### src/rtl/shift_seq.sv
// shift_seq: multi-cycle barrel-free shifter. One bit per cycle of SLL, SRL
// or SRA on a 32-bit operand, with a DONE pulse when the result is final.
// Optional feature macro SHIFT_ROT_EN: op 2'b11 becomes rotate-right;
// without it op 2'b11 leaves the result unchanged but keeps full latency.
module shift_seq #(
  parameter int DATA_W = 32
) (
  input  logic              clk,
  input  logic              reset_n,
  input  logic              start,
  input  logic [1:0]        shift_ctrl,
  input  logic [4:0]        shamt,
  input  logic [DATA_W-1:0] shift_src,
  output logic              busy,
  output logic              done,
  output logic [DATA_W-1:0] shift_out
);

  localparam int SHAMT_W = 5;

  typedef enum logic [1:0] {
    IDLE  = 2'd0,
    SHIFT = 2'd1,
    DONE  = 2'd2
  } state_e;

  typedef enum logic [1:0] {
    OP_SLL = 2'b00,
    OP_SRL = 2'b01,
    OP_SRA = 2'b10,
    OP_ROR = 2'b11
  } op_e;

  state_e             state_q;
  op_e                op_q;
  logic [SHAMT_W-1:0] cnt_q;
  logic [DATA_W-1:0]  res_q;
  logic [DATA_W-1:0]  res_d;
  logic               busy_q;
  logic               done_q;

  // One-bit step of the latched operation applied to the result register.
  always_comb begin
    res_d = res_q;
    unique case (op_q)
      OP_SLL: res_d = {res_q[DATA_W-2:0], 1'b0};
      OP_SRL: res_d = {1'b0, res_q[DATA_W-1:1]};
      OP_SRA: res_d = {res_q[DATA_W-1], res_q[DATA_W-1:1]};
      OP_ROR: begin
`ifdef SHIFT_ROT_EN
        res_d = {res_q[0], res_q[DATA_W-1:1]};
`else
        res_d = res_q;
`endif
      end
      default: res_d = res_q;
    endcase
  end

  // Control FSM with registered busy/done; operands are captured only on acceptance.
  always_ff @(posedge clk or negedge reset_n) begin
    if (!reset_n) begin
      state_q <= IDLE;
      op_q    <= OP_SLL;
      cnt_q   <= '0;
      res_q   <= '0;
      busy_q  <= 1'b0;
      done_q  <= 1'b0;
    end else begin
      unique case (state_q)
        IDLE: begin
          done_q <= 1'b0;
          if (start) begin
            res_q  <= shift_src;
            op_q   <= op_e'(shift_ctrl);
            cnt_q  <= shamt;
            busy_q <= 1'b1;
            if (shamt != '0) begin
              state_q <= SHIFT;
            end else begin
              state_q <= DONE;
              done_q  <= 1'b1;
            end
          end
        end
        SHIFT: begin
          res_q <= res_d;
          cnt_q <= cnt_q - 1'b1;
          if (cnt_q == SHAMT_W'(1)) begin
            state_q <= DONE;
            done_q  <= 1'b1;
          end
        end
        DONE: begin
          state_q <= IDLE;
          busy_q  <= 1'b0;
          done_q  <= 1'b0;
        end
        default: begin
          state_q <= IDLE;
          busy_q  <= 1'b0;
          done_q  <= 1'b0;
        end
      endcase
    end
  end

  assign busy      = busy_q;
  assign done      = done_q;
  assign shift_out = res_q;

endmodule

### config.mk
export PLATFORM = sky130hd
export DESIGN_NAME = shift_seq
export DESIGN_NICKNAME = d
export VERILOG_FILES = /design/src/rtl/shift_seq.sv
export SDC_FILE = /design/constraint.sdc
export NUM_CORES = 1
export LEC_CHECK = 0
export BUFFER_PORTS_ARGS = -buffer_cell sky130_fd_sc_hd__buf_2
export CORE_UTILIZATION = 55
export CTS_CLUSTER_SIZE = 16
export DETAILED_ROUTE_END_ITERATION = 10
export HOLD_SLACK_MARGIN = 0.15
export PLACE_DENSITY_LB_ADDON = 0.3
export RECOVER_POWER = 100
export SYNTH_ARGS = -nofsm -noshare
export SYNTH_HDL_FRONTEND = slang
export SYNTH_SLANG_ARGS = --single-unit
### constraint.sdc
create_clock -name clk -period 3.5 [get_ports clk]
set_input_delay 0.525 -clock clk [delete_from_list [all_inputs] [get_ports clk]]
set_output_delay 0.525 -clock clk [all_outputs]
set_load 0.02 [all_outputs]
---- Yosys cells after proc, flatten, opt, wreduce, memory -nomap -nowiden ----
Cells that the tools add are included.
storage, ports and cells
  register bits after elaboration ......... 43
  bits of input ports ..................... 42
  output and inout bits ................... 34
  word-level logic and storage cells ...... 43
cells by class
  $add $sub $neg .......................... 1
  equal/unequal tests ..................... 9
  mux-type cells .......................... 15
  bitwise gates (word level) .............. 1
  reductions and logical operators ........ 10
operators by type and width
  kind                                                 count
  one-hot mux 32 bit (3 select lines)                  1
  one-hot mux 32 bit (2 select lines)                  1
  two-way mux 32 bit                                   1
  one-hot mux 5 bit (2 select lines)                   1
  inequality test 2 bit, second input constant         4
  AND reduction 2 bit                                  4
  two-way mux 2 bit                                    3
  equality test 5 x 1 -> 1 bit, second input constant  1
  two-way mux 5 bit                                    1
  nonzero test 5 bit                                   1
  subtractor 5 x 1 -> 5 bit, second input constant     1
  equality test 2 x 1 -> 1 bit, second input constant  2
  equality test 2 bit, second input constant           2
  zero test 2 bit                                      2
  two-way mux 1 bit                                    4
  one-hot mux 1 bit (2 select lines)                   2
  one-hot mux 2 bit (2 select lines)                   1
  AND reduction 4 bit                                  1
  AND reduction 3 bit                                  1
  nonzero test 2 bit                                   1
  inverter 1 bit                                       1

---- Longest topological paths before layout ----
  word-level depth ........................ 4
  mapped depth ............................ 7
  gate-level depth less buffers ........... 5

---- Worst setup path after synthesis ----
OpenSTA, ideal clock, no wires.
  path kind ............................... flip-flop to flip-flop
  start point ............................. reg op_q[0]
  end point ............................... reg res_q[21] (netlist: shift_out[21])
  library setup time ...................... 95 ps
  arrival ................................. 1610 ps
  required time ........................... 3405 ps
  setup slack ............................. 1795 ps
  stages on the path, launching flop included .. 8
  path buffers ............................ 3
  clock period less this slack ............ 1705 ps
  path through ............................ dfrtp_1 > ha_1 > and2_1 > clkbuf_1 > or3_1 > buf_2 > buf_6 > o31ai_1
on the way
  word-level cells in the longest chain between the ends .. 3
  elaborated cells between the ends (all ways) .. 8
  classes of those cells .................. eq/ne: 4; mux: 2; reduce/logical: 2
RTL lines
  what                                                                                 line  source
  from (decl)                                                                          35    op_e op_q;
  from (signal assigned)                                                               75    op_q <= op_e'(shift_ctrl);
  equality test 2 bit (tied with other cells)                                          45    unique case (op_q)
  one-hot mux 32 bit (3 select lines) / inequality test 2 bit (equally long branches)  --
  one-hot mux 32 bit (2 select lines) / AND reduction 3 bit (equally long branches)    --
  to (signal assigned)                                                                 74    res_q <= shift_src;
  to (signal assigned)                                                                 87    res_q <= res_d;
  to (decl)                                                                            37    logic [DATA_W-1:0] res_q;
Several ways; a longest one is shown, not always the timed one.
A chain may end at the register's enable or synchronous reset.

---- Worst setup path in the final report ----
  start point ............................. reg state_q[1]
  end point ............................... reg res_q[13] (netlist: shift_out[13])
on the way
  word-level cells in the longest chain between the ends .. 3
  elaborated cells between the ends (all ways) .. 7
  classes of those cells .................. eq/ne: 3; mux: 1; reduce/logical: 3
RTL lines
  what                                                                          line  source
  from (decl)                                                                   34    state_e state_q;
  from (signal assigned)                                                        63    state_q <= IDLE;
  from (signal assigned)                                                        79    state_q <= SHIFT;
  from (signal assigned)                                                        81    state_q <= DONE;
  equality test 2 x 1 -> 1 bit / zero test 2 bit (equally long branches)        70    unique case (state_q)
  inequality test 2 bit (no line) / nonzero test 2 bit (equally long branches)  --
  AND reduction 3 bit (no line)                                                 --
Several ways; a longest one is shown, not always the timed one.

==> summary.txt <==
Die
  – Die H: between 60 and 70 um
  – IO Pins: between 70 and 80
  – Die width: 68.8 um
  – Die ar.: about 4700 um2
  – Core area: 4140 um2
  – # rows: 23
  – Initial Util: 0.592

Power
  – Pleak: 1.24 nW
  – Tot Pwr: around 3.2 mW
  – VDD IR max: between 0.6 and 0.7 mV
  – Pwr per Cell Area: about 1100 nW/um2

Detailed routing
  – Routed length per instance: around 18 um
  – Final WL: between 6000 and 7000 um
  – ANT nets after route: 0
  – DR pass1 iterations: 5
  – Initial DRC count: about 430
  – Vias post-DR: 2373
  – Drt drc: 0
  – DR vias/cell: 6.59

Synthesis
  – Seq/Total Area, Yosys: 0.439
  – Synthesized area per cell: approximately 9.8 um2
  – Post-Syn Area: about 2500 um2
  – Yosys cell types: 35
  – Syn_nets: about 300
  – Yosys reg bits: 43
  – YS warnings: 0
  – Synth Instances: between 200 and 300

Global route
  – Pin count of the biggest net entering global routing: between 40 and 50
  – Initial antenna violation count: 0
  – First-pass GRT wire length: about 10000 um
  – Vias in the first global route: roughly 2100
  – Overall Global Routing Usage: 0.291
  – Global route total overflow: 0

Final layout
  – P&R area growth vs syn: 15.6%
  – NumNets Final: between 300 and 400
  – Register area: approximately 1100 um2
  – Leading cell type in the layout, fill and taps excluded: o31ai_1
  – Area used by multi-input combinational logic: 1220 um2
  – Most frequent cells in the layout: o31ai_1, dfrtp_1, buf_2, clkbuf_1, nor2_1
  – # fillers: 366
  – Design Area, Final: between 2000 and 3000 um2
  – N_diodes: 0
  – Share of layout cells above drive strength 1: 0.194

Setup path
  – WP data required: between 3000 and 4000 ps
  – RR Startpoint: state_q[1]
  – Slowest library cell on the worst path: nor2b_2
  – Crit path arrival time: between 2000 and 3000 ps
  – R2r setup slk: 730 ps
  – RR Endpoint: shift_out[13]
  – FF-to-FF path depth: 5
  – Max FO, Critical Path: 25
  – CP Launch Type: flop
  – Delay of the slowest critical-path stage: roughly 850 ps
  – Critical Path End Type: flop
  – Crit path kind: reg2reg
  – Cell Chain, Critical Path: clkbuf_1, nor2b_2, buf_4, nor2_1, o31ai_1

STA
  – Slew margin rel.: -0.551
  – Clock Skew: 10.2 ps
  – Fmax: around 360 MHz
  – Fin. max-slew vios: 44
  – Worst slew pin tran: approximately 2300 ps
  – RSZ-0062 raised after global routing: false
  – Worst hold slack: ~440 ps
  – Period Utilization, post-route: 0.790
  – Final hold vios: 0
  – Final TNS setup: 0 ps
  – Final setup violation count: 0
  – Crit path time final: around 2800 ps

Placed design
  – DP Wirelength: ~4100 um
  – Gpl congestion: 0.812
  – DP Area: 2800 um2
  – Buffers on Ports: 75

Clock network
  – PostCTS Resize Cnt: 0
  – CTS Hold Bufs: 0
  – H-tree depth: 2
  – Total CTS buffers: 5
  – Worst skew pair latency: ~300 ps
  – Clock transition at the registers of the reported paths: 90 ps
  – CTS sink count: 43
  – Setup Fix Bufs, Post-CTS: 0
  – Clock buffer depth: 2
  – CTS tree: yes
  – Root Buffer: clkbuf_8

Min path
  – Hold wc startpoint: shift_ctrl[1]
  – Hold path endpoint: op_q[1]
  – WHS Path Cells: 3
  – Hold crit path type: in2reg

Run status
  – Failing checks: capacitance limit, slew limit
  – Status: finished with violations

Flow run
  – Max Cap Violations: 1
[power by group]
part / internal, mW / switching (mW)
clock: 0.140 / 0.172
sequential: 0.757 / 0.289
combinational: 0.650 / 1.16
total: 1.55 / 1.62
[worst max-delay path, delay by kind of cell (launching register included)]
family,cells,cell delay [ps]
compound gates,1,240
buf+inv,2,920
flops,1,580
simple gates,2,920
[cells by family after synthesis]
| family | after synthesis | synth area share |
|---|---|---|
| muxes | 2 | 0.00867 |
| and+or+nand+nor | 55 | 0.105 |
| buffers and inverters | 35 | 0.0648 |
| DFF | 43 | 0.439 |
| adders and majority gates | 5 | 0.0255 |
| AOI/OAI and AO/OA | 111 | 0.358 |
[cell type report]
type,count,area share
repair buffers,80,0.129
flip-flops and latches,43,0.380
clock buffers,6,0.0256
inverters,6,0.00795
well taps,50,0.0221
clock inverters,2,0.00442
multi-input cells,173,0.431
[worst max path at each step]
| stage | from | end | slack (ps) | depth (start not counted) |
|---|---|---|---|---|
| 3_3_place_gp | op_q[0] | shift_out[3] | 1090 | 5 |
| 4_1_cts | op_q[0] | shift_out[13] | 940 | 5 |
| 2_1_floorplan | op_q[0] | shift_out[21] | 1790 | 7 |
| 5_1_grt | state_q[1] | shift_out[9] | 510 | 5 |
| 3_5_place_dp | op_q[0] | shift_out[13] | 950 | 5 |
| 6_report | state_q[1] | shift_out[13] | 730 | 5 |
[Yosys cell counts, drive strengths merged]
master	number	area [um2]
inv	6	22.5
nand2b	1	6.26
or3	1	6.26
and3b	1	8.76
or4	1	7.51
a31o	1	8.76
nor2b	2	12.5
nand4	1	6.26
a221o	1	10.0
nor3b	4	30.0
ha	5	62.6
a221oi	30	263
o21ba	2	20.0
nor4b	1	8.76
mux2i	1	10.0
o31ai	61	458
and2	1	6.26
o22a	1	8.76
nor3	1	5.00
o21ai	6	30.0
o221a	3	33.8
dfrtp	43	1080
o21a	3	22.5
clkbuf	21	78.8
nor2	34	128
o21bai	1	7.51
mux2	1	11.3
or2b	1	7.51
buf	8	57.6
a22oi	2	15.0
nand3	1	5.00
nand2	5	18.8
[registers in the layout (all words and copies together), names as in the netlist]
signal / flops
cnt_q: 5
shift_out: 32
state_q: 2
done: 1
busy: 1
op_q: 2
[metrics by stage]
stage                     setup slack [ps]  std cells  utilization
after global routing                   506        360        0.684
final                                  735        360        0.684
after floorplan                       1790        251            -
after detailed placement               947        352        0.675
after global placement                1090        352        0.675
after CTS                              940        360        0.695
[per-layer routing]
metal | wire length [um] | vias to the layer above | global-route usage
met1 | 2870 | 1160 | 0.403
met4 | 46 | 0 | 0.0893
met2 | 2980 | 104 | 0.457
met5 | 0 | - | 0
met3 | 458 | 6 | 0.0592
li1 | - | 1103 | -
Note: power is estimated with default switching activity, not from simulation.
